$ cat config.mk
export PLATFORM = sky130hd
export DESIGN_NAME = alu_issue_ctrl_flat
export DESIGN_NICKNAME = d
export VERILOG_FILES = /design/src/rtl/alu_issue_ctrl_if.sv /design/src/rtl/alu_issue_ctrl.sv /design/src/flat_wrapper.sv
export SDC_FILE = /design/constraint.sdc
export NUM_CORES = 1
export LEC_CHECK = 0
export CELL_PAD_IN_SITES_DETAIL_PLACEMENT = 1
export CELL_PAD_IN_SITES_GLOBAL_PLACEMENT = 1
export CORE_MARGIN = 2
export CORE_UTILIZATION = 33
export DETAILED_ROUTE_END_ITERATION = 8
export PLACE_DENSITY_LB_ADDON = 0.15
export REMOVE_ABC_BUFFERS = 1
export SYNTH_ARGS = -nofsm -noshare
export SYNTH_HDL_FRONTEND = slang
export SYNTH_SLANG_ARGS = --single-unit
export TNS_END_PERCENT = 10
$ cat constraint.sdc
create_clock -name CLK -period 3.8 [get_ports CLK]
set_input_delay 1.14 -clock CLK [delete_from_list [all_inputs] [get_ports CLK]]
set_output_delay 1.14 -clock CLK [all_outputs]
set_load 0.02 [all_outputs]
$ cat src/rtl/alu_issue_ctrl_if.sv
// rtl/alu_issue_ctrl_if.sv - command, operand-bus, unit and response signals of the ALU issue controller
//
// Purpose: bundles every non-clock/reset signal of alu_issue_ctrl.
//   master : the issue controller (drives cmd_ready, A/B/OP, enables, rsp_*)
//   slave  : the environment (command source, functional units, response sink)
// Signals:
//   cmd_valid/cmd_ready/cmd_A/cmd_B/cmd_unit/cmd_OP : command handshake
//   A/B/OP                                           : shared operand bus
//   <unit>_enable/<unit>_out/<unit>_flag             : per-unit enable, result, result-valid
//   rsp_valid/rsp_ready/rsp_data/rsp_err             : response handshake
interface alu_issue_ctrl_if #(
    parameter int in_width  = 16,
    parameter int out_width = 16
);
    logic                 cmd_valid;
    logic                 cmd_ready;
    logic [in_width-1:0]  cmd_A;
    logic [in_width-1:0]  cmd_B;
    logic [1:0]           cmd_unit;
    logic [1:0]           cmd_OP;

    logic [in_width-1:0]  A;
    logic [in_width-1:0]  B;
    logic [1:0]           OP;

    logic                 arith_enable;
    logic                 logic_enable;
    logic                 cmp_enable;
    logic                 shift_enable;

    logic [out_width-1:0] arith_out;
    logic [out_width-1:0] logic_out;
    logic [out_width-1:0] cmp_out;
    logic [out_width-1:0] shift_out;

    logic                 arith_flag;
    logic                 logic_flag;
    logic                 cmp_flag;
    logic                 shift_flag;

    logic                 rsp_valid;
    logic                 rsp_ready;
    logic [out_width-1:0] rsp_data;
    logic                 rsp_err;

    modport master (
        input  cmd_valid, cmd_A, cmd_B, cmd_unit, cmd_OP,
        output cmd_ready,
        output A, B, OP,
        output arith_enable, logic_enable, cmp_enable, shift_enable,
        input  arith_out, logic_out, cmp_out, shift_out,
        input  arith_flag, logic_flag, cmp_flag, shift_flag,
        output rsp_valid, rsp_data, rsp_err,
        input  rsp_ready
    );

    modport slave (
        output cmd_valid, cmd_A, cmd_B, cmd_unit, cmd_OP,
        input  cmd_ready,
        input  A, B, OP,
        input  arith_enable, logic_enable, cmp_enable, shift_enable,
        output arith_out, logic_out, cmp_out, shift_out,
        output arith_flag, logic_flag, cmp_flag, shift_flag,
        input  rsp_valid, rsp_data, rsp_err,
        output rsp_ready
    );
endinterface

$ cat src/rtl/alu_issue_ctrl.sv
// rtl/alu_issue_ctrl.sv - single-outstanding command issuer for the ALU functional units
//
// Purpose: accepts one command, drives A/B/OP, pulses exactly one unit enable for one
// cycle, waits up to TIMEOUT cycles for that unit's result flag and returns the captured
// result (or a timeout error with zero data) on the response handshake.
// Ports:
//   CLK : clock, all flops on posedge
//   RST : asynchronous active-high reset
//   bus : alu_issue_ctrl_if master modport (command, operand bus, units, response)
module alu_issue_ctrl #(
    parameter int in_width  = 16,
    parameter int out_width = 16,
    parameter int TIMEOUT   = 7
) (
    input  logic             CLK,
    input  logic             RST,
    alu_issue_ctrl_if.master bus
);

    localparam int CW = $clog2(TIMEOUT + 1);
    localparam logic [CW-1:0] TIMEOUT_VAL = CW'(TIMEOUT);

    typedef enum logic [1:0] {
        IDLE  = 2'd0,
        ISSUE = 2'd1,
        WAIT  = 2'd2,
        RESP  = 2'd3
    } state_t;

    state_t               state_q;
    logic [1:0]           unit_q;
    logic [CW-1:0]        cnt_q;
    logic [CW-1:0]        cnt_d;
    logic [in_width-1:0]  a_q;
    logic [in_width-1:0]  b_q;
    logic [1:0]           op_q;
    logic [3:0]           en_q;
    logic                 rsp_valid_q;
    logic                 rsp_err_q;
    logic [out_width-1:0] rsp_data_q;

    logic                 sel_flag;
    logic [out_width-1:0] sel_out;

    // Only the latched unit's flag/result is looked at; the others are don't-care.
    always_comb begin
        sel_flag = 1'b0;
        sel_out  = '0;
        case (unit_q)
            2'b00: begin sel_flag = bus.arith_flag; sel_out = bus.arith_out; end
            2'b01: begin sel_flag = bus.logic_flag; sel_out = bus.logic_out; end
            2'b10: begin sel_flag = bus.cmp_flag;   sel_out = bus.cmp_out;   end
            default: begin sel_flag = bus.shift_flag; sel_out = bus.shift_out; end
        endcase
    end

    // cnt_q stays below TIMEOUT while in WAIT, so the increment always fits in CW bits.
    assign cnt_d = cnt_q + CW'(1);

    always_ff @(posedge CLK or posedge RST) begin
        if (RST) begin
            state_q     <= IDLE;
            unit_q      <= 2'b00;
            cnt_q       <= '0;
            a_q         <= '0;
            b_q         <= '0;
            op_q        <= 2'b00;
            en_q        <= 4'b0000;
            rsp_valid_q <= 1'b0;
            rsp_err_q   <= 1'b0;
            rsp_data_q  <= '0;
        end else begin
            case (state_q)
                IDLE: begin
                    if (bus.cmd_valid) begin
                        a_q     <= bus.cmd_A;
                        b_q     <= bus.cmd_B;
                        op_q    <= bus.cmd_OP;
                        unit_q  <= bus.cmd_unit;
                        // Enable is set here so it is high exactly during ISSUE.
                        en_q    <= 4'b0001 << bus.cmd_unit;
                        state_q <= ISSUE;
                    end
                end
                ISSUE: begin
                    en_q    <= 4'b0000;
                    cnt_q   <= '0;
                    state_q <= WAIT;
                end
                WAIT: begin
                    // Flag is checked first so a flag on the expiry cycle wins.
                    if (sel_flag) begin
                        rsp_data_q  <= sel_out;
                        rsp_err_q   <= 1'b0;
                        rsp_valid_q <= 1'b1;
                        state_q     <= RESP;
                    end else if (cnt_d == TIMEOUT_VAL) begin
                        cnt_q       <= cnt_d;
                        rsp_data_q  <= '0;
                        rsp_err_q   <= 1'b1;
                        rsp_valid_q <= 1'b1;
                        state_q     <= RESP;
                    end else begin
                        cnt_q <= cnt_d;
                    end
                end
                RESP: begin
                    if (bus.rsp_ready) begin
                        rsp_valid_q <= 1'b0;
                        state_q     <= IDLE;
                    end
                end
                default: begin
                    state_q <= IDLE;
                end
            endcase
        end
    end

    // Gated by RST directly so the source sees not-ready during the whole reset pulse.
    assign bus.cmd_ready    = (state_q == IDLE) && !RST;

    assign bus.A            = a_q;
    assign bus.B            = b_q;
    assign bus.OP           = op_q;

    assign bus.arith_enable = en_q[0];
    assign bus.logic_enable = en_q[1];
    assign bus.cmp_enable   = en_q[2];
    assign bus.shift_enable = en_q[3];

    assign bus.rsp_valid    = rsp_valid_q;
    assign bus.rsp_data     = rsp_data_q;
    assign bus.rsp_err      = rsp_err_q;

endmodule

$ cat src/flat_wrapper.sv
// flat-port wrapper written by rule: the top's interface ports become plain ports
module alu_issue_ctrl_flat 
#(
    parameter int in_width  = 16,
    parameter int out_width = 16,
    parameter int TIMEOUT   = 7
)
  (CLK, RST, bus_cmd_valid, bus_cmd_A, bus_cmd_B, bus_cmd_unit, bus_cmd_OP, bus_cmd_ready, bus_A, bus_B, bus_OP, bus_arith_enable, bus_logic_enable, bus_cmp_enable, bus_shift_enable, bus_arith_out, bus_logic_out, bus_cmp_out, bus_shift_out, bus_arith_flag, bus_logic_flag, bus_cmp_flag, bus_shift_flag, bus_rsp_valid, bus_rsp_data, bus_rsp_err, bus_rsp_ready);
  alu_issue_ctrl_if #(.in_width(in_width), .out_width(out_width)) bus_i ();
  input  logic CLK;
  input  logic RST;
  input wire logic [$bits(bus_i.cmd_valid)-1:0] bus_cmd_valid;
  input wire logic [$bits(bus_i.cmd_A)-1:0] bus_cmd_A;
  input wire logic [$bits(bus_i.cmd_B)-1:0] bus_cmd_B;
  input wire logic [$bits(bus_i.cmd_unit)-1:0] bus_cmd_unit;
  input wire logic [$bits(bus_i.cmd_OP)-1:0] bus_cmd_OP;
  output wire logic [$bits(bus_i.cmd_ready)-1:0] bus_cmd_ready;
  output wire logic [$bits(bus_i.A)-1:0] bus_A;
  output wire logic [$bits(bus_i.B)-1:0] bus_B;
  output wire logic [$bits(bus_i.OP)-1:0] bus_OP;
  output wire logic [$bits(bus_i.arith_enable)-1:0] bus_arith_enable;
  output wire logic [$bits(bus_i.logic_enable)-1:0] bus_logic_enable;
  output wire logic [$bits(bus_i.cmp_enable)-1:0] bus_cmp_enable;
  output wire logic [$bits(bus_i.shift_enable)-1:0] bus_shift_enable;
  input wire logic [$bits(bus_i.arith_out)-1:0] bus_arith_out;
  input wire logic [$bits(bus_i.logic_out)-1:0] bus_logic_out;
  input wire logic [$bits(bus_i.cmp_out)-1:0] bus_cmp_out;
  input wire logic [$bits(bus_i.shift_out)-1:0] bus_shift_out;
  input wire logic [$bits(bus_i.arith_flag)-1:0] bus_arith_flag;
  input wire logic [$bits(bus_i.logic_flag)-1:0] bus_logic_flag;
  input wire logic [$bits(bus_i.cmp_flag)-1:0] bus_cmp_flag;
  input wire logic [$bits(bus_i.shift_flag)-1:0] bus_shift_flag;
  output wire logic [$bits(bus_i.rsp_valid)-1:0] bus_rsp_valid;
  output wire logic [$bits(bus_i.rsp_data)-1:0] bus_rsp_data;
  output wire logic [$bits(bus_i.rsp_err)-1:0] bus_rsp_err;
  input wire logic [$bits(bus_i.rsp_ready)-1:0] bus_rsp_ready;
  assign bus_i.cmd_valid = bus_cmd_valid;
  assign bus_i.cmd_A = bus_cmd_A;
  assign bus_i.cmd_B = bus_cmd_B;
  assign bus_i.cmd_unit = bus_cmd_unit;
  assign bus_i.cmd_OP = bus_cmd_OP;
  assign bus_cmd_ready = bus_i.cmd_ready;
  assign bus_A = bus_i.A;
  assign bus_B = bus_i.B;
  assign bus_OP = bus_i.OP;
  assign bus_arith_enable = bus_i.arith_enable;
  assign bus_logic_enable = bus_i.logic_enable;
  assign bus_cmp_enable = bus_i.cmp_enable;
  assign bus_shift_enable = bus_i.shift_enable;
  assign bus_i.arith_out = bus_arith_out;
  assign bus_i.logic_out = bus_logic_out;
  assign bus_i.cmp_out = bus_cmp_out;
  assign bus_i.shift_out = bus_shift_out;
  assign bus_i.arith_flag = bus_arith_flag;
  assign bus_i.logic_flag = bus_logic_flag;
  assign bus_i.cmp_flag = bus_cmp_flag;
  assign bus_i.shift_flag = bus_shift_flag;
  assign bus_rsp_valid = bus_i.rsp_valid;
  assign bus_rsp_data = bus_i.rsp_data;
  assign bus_rsp_err = bus_i.rsp_err;
  assign bus_i.rsp_ready = bus_rsp_ready;
  alu_issue_ctrl #(.in_width(in_width), .out_width(out_width), .TIMEOUT(TIMEOUT)) u_core (.CLK(CLK), .RST(RST), .bus(bus_i));
endmodule
==> results of run 1 <==
[registers in the layout (all words and copies together) (netlist names)]
signal and cells:
u_core.state_q 2, u_core.cnt_q 3, u_core.bus.OP 2, u_core.bus.rsp_valid 1, u_core.bus.B 16, u_core.bus.rsp_data 16, u_core.unit_q 2, u_core.bus.rsp_err 1
u_core.en_q 4, u_core.bus.A 16
[power groups by stage]
| stage | Sequential, uW | Clock (uW) | Combinational [uW] |
|---|---|---|---|
| global placement | 1150 | 0 | 2370 |
| global route | 1200 | 547 | 2580 |
| detailed placement | 1170 | 0 | 2430 |
| floorplan | 1550 | 0 | 1050 |
| CTS | 1160 | 522 | 2430 |
| finish | 1150 | 505 | 2390 |
[cell families (layout without fill, tap and decap cells)]
group	after synthesis	count (layout)
AO/OA/AOI/OAI	55	55
XOR/XNOR	1	1
adder cells (fa/ha/maj)	7	7
buffers and inverters	42	207
flip-flops	63	63
multiplexers	52	52
AND/OR/NAND/NOR	36	36
[worst paths after layout]
| check | to |
|---|---|
| setup / recovery | bus_cmd_ready |
| hold / removal | u_core.cnt_q[0] |
| max in group asynchronous | u_core.bus.rsp_data[9] |
| min in group asynchronous | u_core.en_q[1] |
| setup reg to reg | u_core.state_q[0] |
| hold reg to reg | u_core.cnt_q[0] |
[final cells by class]
type | count | area share, %
multi-input combinational | 151 | 30.10
clock buffer | 10 | 2.431
timing repair buffer | 169 | 31.98
inverter | 22 | 1.573
clock inverter | 6 | 0.7150
tap | 133 | 3.170
sequential | 63 | 30.03
[routing by layer]
layer  GRT usage [%]  wire length, um
met1           22.12             3890
met4           6.564              189
met2           29.55             4582
met5               0                0
met3           7.080              888
[placed cells by master, fill, tap and decap left out, drive strengths merged, types with 2 or more instances in the layout]
| cell type | count |
|---|---|
| o21ai | 4 |
| nand2 | 5 |
| clkbuf | 10 |
| clkinvlp | 3 |
| a211oi | 2 |
| dfrtp | 63 |
| clkinv | 3 |
| a21oi | 5 |
| a22o | 4 |
| inv | 22 |
| clkdlybuf4s50 | 164 |
| mux2 | 35 |
| o211ai | 17 |
| mux4 | 17 |
| ha | 7 |
| a211o | 17 |
| o311ai | 2 |
| nor2b | 4 |
| nand2b | 2 |
| nand3 | 20 |
| buf | 5 |
[Yosys cell counts (all sizes together)]
cell type and instances:
nand2 5, mux2 35, o211ai 17, nor4bb 1, nand2b 2, inv 22, xor2 1, a22o 4
a211oi 2, a211o 17, o21a 1, clkbuf 13, nor4 1, nor2b 4, nor2 1, or3 1
dfrtp 63, a31oi 1, o311ai 2, a2111o 1, and4b 1, a21oi 5, a21bo 1, nand3 20
ha 7, o21ai 4, buf 7, mux4 17
[worst max-delay path, cell delays in order]
cell and delay, ns:
clkdlybuf4s50_1 0.44, nor2b_1 0.12, clkdlybuf4s50_1 0.60
[through the flow]
stage,std cells,total power [uW],util [%]
CTS,554,4112,53.71
global route,554,4325,53.71
global placement,538,3525,52.02
floorplan,236,2596,-
detailed placement,538,3594,52.02
finish,554,4048,53.71
==> impl_results.md, run 1 <==
- Status: complete, no violations
- Post-CTS Setup Inserts: 0
- Vias in the first global route: ~3000
- Mux contribution to synthesized area: between 20% and 30%
- Worst setup EP type: output pin
- Grt ovf: 0
- # DRC: 0
- Biggest area consumer among synthesized cells: dfrtp_1
- Critical Path Start: RST
- Hold_buf cts: 0
- Synth Area in XOR/XNOR: 0.2630%
- CP Data Required Time: ~2.7 ns
- CTS Sinks: between 60 and 70
- Hold Crit Depth: 1
- WL final: about 9.6 mm
- HP Class: flip-flop to flip-flop
- Fmax: approximately 0.29 GHz
- WL/cell: approximately 17 um
- Reg area: approximately 0.0016 mm^2
- Worst-path fanout max: 2
- Share of cells above drive strength 1: 21.85%
- Gate power share: 59.1%
- Tightest Pin Transition: roughly 1.1 ns
- Filler cells: approximately 1000
- Max clock buf depth: 2
- Startpoint types: primary input
- Clock transition at the registers of the reported paths: 0.07 ns
- RD Place Congestion: between 0.7 and 0.8
- Setup Skew: ~0.0087 ns
- Die width: 104.5 um
- 1st-pass router iterations: 4
- GRT Total Usage: between 10% and 20%
- Worst hold path startpoint: u_core.cnt_q[0]
- TritonCTS clock tree: yes
- Skew-Pair Late Insertion Delay: between 0.3 and 0.4 ns
- Area of the multi-input gates: around 0.0016 mm^2
- Max Transition Viols Final: 0
- Final number of setup-violating endpoints: 0
- Vert. Die Dim: roughly 100 um
- Largest family of logic cells by synthesized area: multiplexers
- Via count: 2800
- Dpl cell area: between 0.005 and 0.006 mm^2
- Die area: ~0.011 mm^2
- Synth Register Bits: 63
- Synth Area in Simple Gates: under 10%
- Final worst slack: ~0.35 ns
- Worst R2R Path Depth: 4
- Initial core utilization: 34.08%
- Cell internal pwr: roughly 2400 uW
- Design area: between 0.005 and 0.006 mm^2
- Synth area leaders: dfrtp_1 47%, mux2_2 12%, mux4_2 11%
- Root cell of the clock tree: clkbuf_8
- Worst Path Arrival: ~2.3 ns
- Compound-gate portion of the synthesized area: between 10% and 20%
- Period utilization: 90.77%
- Yosys warns: 0
- Syn Area/Cell: ~13 um^2
- PwrDens: 771.0 mW/mm^2
- Number of vias per cell: 5.054
- Port Buf Inserts: 164
- Rel. slew slack: between 20% and 30%
- Minimum hold slack: roughly 0.48 ns
- Layout Nets: ~530
- Initial antenna violation count: 0
- Total CTS buffers: 9
- Clock power share: ~13%
- Core ar.: just under 0.01 mm^2
- Netlist cell types: 32
- Max Cap Viol: 0
- Antenna Violating Nets Remaining: 0
- Switching share of total power: between 40% and 50%
- R2r setup slk: roughly 1.7 ns
- Synth Instances: about 260
- Setup CP Type: primary input to output pin
- P_leak: 0.002168 uW
- I/O Pins: 165
- RR Startpoint: u_core.cnt_q[1]
- Row cnt: 36
- # resized after CTS: 0
- Mapped cell area: 0.003331 mm^2
- Synth Area in Adders: 2.630%
- Register area share after synthesis: roughly 47%
- Peak supply drop: between 0.3 and 0.4 mV
- Final min period: 3.449 ns
- Antenna cell count: 0
- Initial DRC count: 82
- Place WS: approximately 0.34 ns
- Sequential power share: around 28%
- RSZ-0062 raised after global routing: false
- H-tree lvl count: 3
- Setup TNS: 0 ns
- Detailed Place HPWL: between 7 and 8 mm
- Largest net degree at the start of global routing: 64
- Hold Vio Cnt, Final: 0
- Switch Pwr: 1620 uW
- Area Overhead vs Synth: 57.63%
- Global-route wire length before repair: 15.68 mm
- Synth top area share: a little under half
Note: power is estimated with default switching activity, not from simulation.
==> run 2, diff against run 1 <==
TNS_END_PERCENT = 30   (was 10)
==> results of run 2 <==
The final DEF is identical to that of run 1; final timing and power are the same.
==> run 3, diff against run 2 <==
MAX_ROUTING_LAYER = met4   (was default)
==> run 3 against run 2 <==
  * First-iteration DRC count down 3.7%
  * Die area unchanged
  * Utilization unchanged
  * Combinational power about the same
  * Non-clock buffer count unchanged
  * Hold slack worse by 0.0030 ns
  * Clock-buffer cell count unchanged
  * Clock power about the same
  * Critical endpoint unchanged
  * Highest routed layer unchanged
==> impl_results.md, run 3 (synthesized netlist as in run 1, its figures left out) <==
- Hold Vio Cnt, Final: 0 (unchanged)
- Worst-path fanout max: 2 (unchanged)
- Rel. slew slack: 24.57% (-1.5 points)
- Design area: 0.005250 mm^2 (unchanged)
- Clock transition at the registers of the reported paths: 0.07 ns (about the same)
- Via count: 2796 (-0.14%)
- Reg area: 0.001577 mm^2 (unchanged)
- Filler cells: 1047 (unchanged)
- RSZ-0062 raised after global routing: false
- Dpl cell area: 0.005085 mm^2 (unchanged)
- Peak supply drop: 0.3745 mV (-0.73%)
- Max Cap Viol: 0 (unchanged)
- Worst setup EP type: output pin
- Status: complete, no violations
- WL/cell: 17.28 um (+0.25%)
- Startpoint types: primary input
- Largest net degree at the start of global routing: 64 (unchanged)
- Setup CP Type: primary input to output pin
- P_leak: 0.002168 uW (unchanged)
- Worst R2R Path Depth: 4 (unchanged)
- Setup Skew: 0.008003 ns (-0.0007235 ns)
- Grt ovf: 0 (unchanged)
- # resized after CTS: 0 (unchanged)
- Layout Nets: 531 (unchanged)
- Max Transition Viols Final: 0 (unchanged)
- Root cell of the clock tree: clkbuf_8
- Tightest Pin Transition: 1.131 ns (+0.02176 ns)
- HP Class: flip-flop to flip-flop
- Area Overhead vs Synth: 57.63% (unchanged)
- Number of vias per cell: 5.047 (-0.14%)
- Worst Path Arrival: 2.31 ns (about the same)
- Hold_buf cts: 0 (unchanged)
- Final number of setup-violating endpoints: 0 (unchanged)
- Vert. Die Dim: 104.5 um (unchanged)
- Setup TNS: 0 ns (unchanged)
- Total chip power: 4050 uW (about the same)
- Final min period: 3.451 ns (+0.001095 ns)
- Total CTS buffers: 9 (unchanged)
- Share of cells above drive strength 1: 21.85% (unchanged)
- Die width: 104.5 um (unchanged)
- Antenna Violating Nets Remaining: 0 (unchanged)
- # DRC: 0 (unchanged)
- GRT Total Usage: 18.83% (+0.55 points)
- Max clock buf depth: 2 (unchanged)
- Die area: 0.01091 mm^2 (unchanged)
- RD Place Congestion: 0.7595 (+1.3%)
- Most frequent cells in the layout: 164 x clkdlybuf4s50_1, 63 x dfrtp_1, 35 x mux2_2
- Detailed Place HPWL: 7.134 mm (unchanged)
- 1st-pass router iterations: 4 (unchanged)
- CP Data Required Time: 2.66 ns (about the same)
- PwrDens: 771.4 mW/mm^2 (about the same)
- CTS Sinks: 63 (unchanged)
- Hold Crit Depth: 1 (unchanged)
- WL final: 9.574 mm (+0.25%)
- Vias in the first global route: 3016 (-0.36%)
- Core ar.: 0.009774 mm^2 (unchanged)
- H-tree lvl count: 3 (unchanged)
- Period utilization: 90.80% (about the same)
- Initial antenna violation count: 0 (unchanged)
- Port Buf Inserts: 164 (unchanged)
- Fmax: 0.2898 GHz (about the same)
- Initial DRC count: 79 (-3.7%)
- I/O Pins: 165 (unchanged)
- Area of the multi-input gates: 0.001580 mm^2 (unchanged)
- Initial core utilization: 34.08% (unchanged)
- TritonCTS clock tree: yes
- Row cnt: 36 (unchanged)
- Global-route wire length before repair: 15.68 mm (about the same)
- Antenna cell count: 0 (unchanged)
- Skew-Pair Late Insertion Delay: 0.34 ns (about the same)
- Commonest non-fill, non-tap cell in the layout: clkdlybuf4s50_1
- Post-CTS Setup Inserts: 0 (unchanged)
-- run 3: area by class of cell --
| type | instances | area share, % |
|---|---|---|
| tap | 133 | 3.170 |
| inverter | 22 | 1.573 |
| multi-input combinational | 151 | 30.10 |
| clock inverter | 6 | 0.7150 |
| timing repair buffer | 169 | 31.98 |
| sequential | 63 | 30.03 |
| clock buffer | 10 | 2.431 |
-- run 3: worst max-delay path: stages --
cell             delay, ns
clkdlybuf4s50_1       0.44
nor2b_1               0.12
clkdlybuf4s50_1       0.60
-- run 3: path summary, 6_finish.rpt --
kind / from / end / slack [ns]
min in group asynchronous: RST / u_core.en_q[1] / 1.38
max in group asynchronous: RST / u_core.bus.A[1] / 1.85
worst max register to register: u_core.cnt_q[1] / u_core.state_q[0] / 1.64
worst min-delay path: u_core.cnt_q[0] / u_core.cnt_q[0] / 0.48
worst min register to register: u_core.cnt_q[0] / u_core.cnt_q[0] / 0.48
worst max-delay path: RST / bus_cmd_ready / 0.35
-- run 3: stage by stage --
step	setup WS [ns]	instances	hold WS, ns	util [%]
5_1_grt	0.3036	554	0.5070	53.71
6_report	0.3495	554	0.4776	53.71
3_3_place_gp	0.3643	538	0.4642	52.02
2_1_floorplan	1.090	236	0.4425	-
3_5_place_dp	0.3405	538	0.4680	52.02
4_1_cts	0.3405	554	0.4792	53.71
-- run 3: per-layer routing --
metal | GRT usage [%] | part of all wire, % | up-vias
met3 | 6.830 | 8.9 | 16
met4 | 6.274 | 2.0 | 0
li1 | - | - | 1271
met2 | 29.41 | 48 | 136
met1 | 22.59 | 41 | 1373
met5 | - | 0 | -
-- run 3: where the power goes --
part	internal [uW]	leakage, uW	total (uW)	switching, uW
clock	233	0.0000781	507	274
sequential	986	0.000734	1150	164
combinational	1210	0.00136	2390	1180
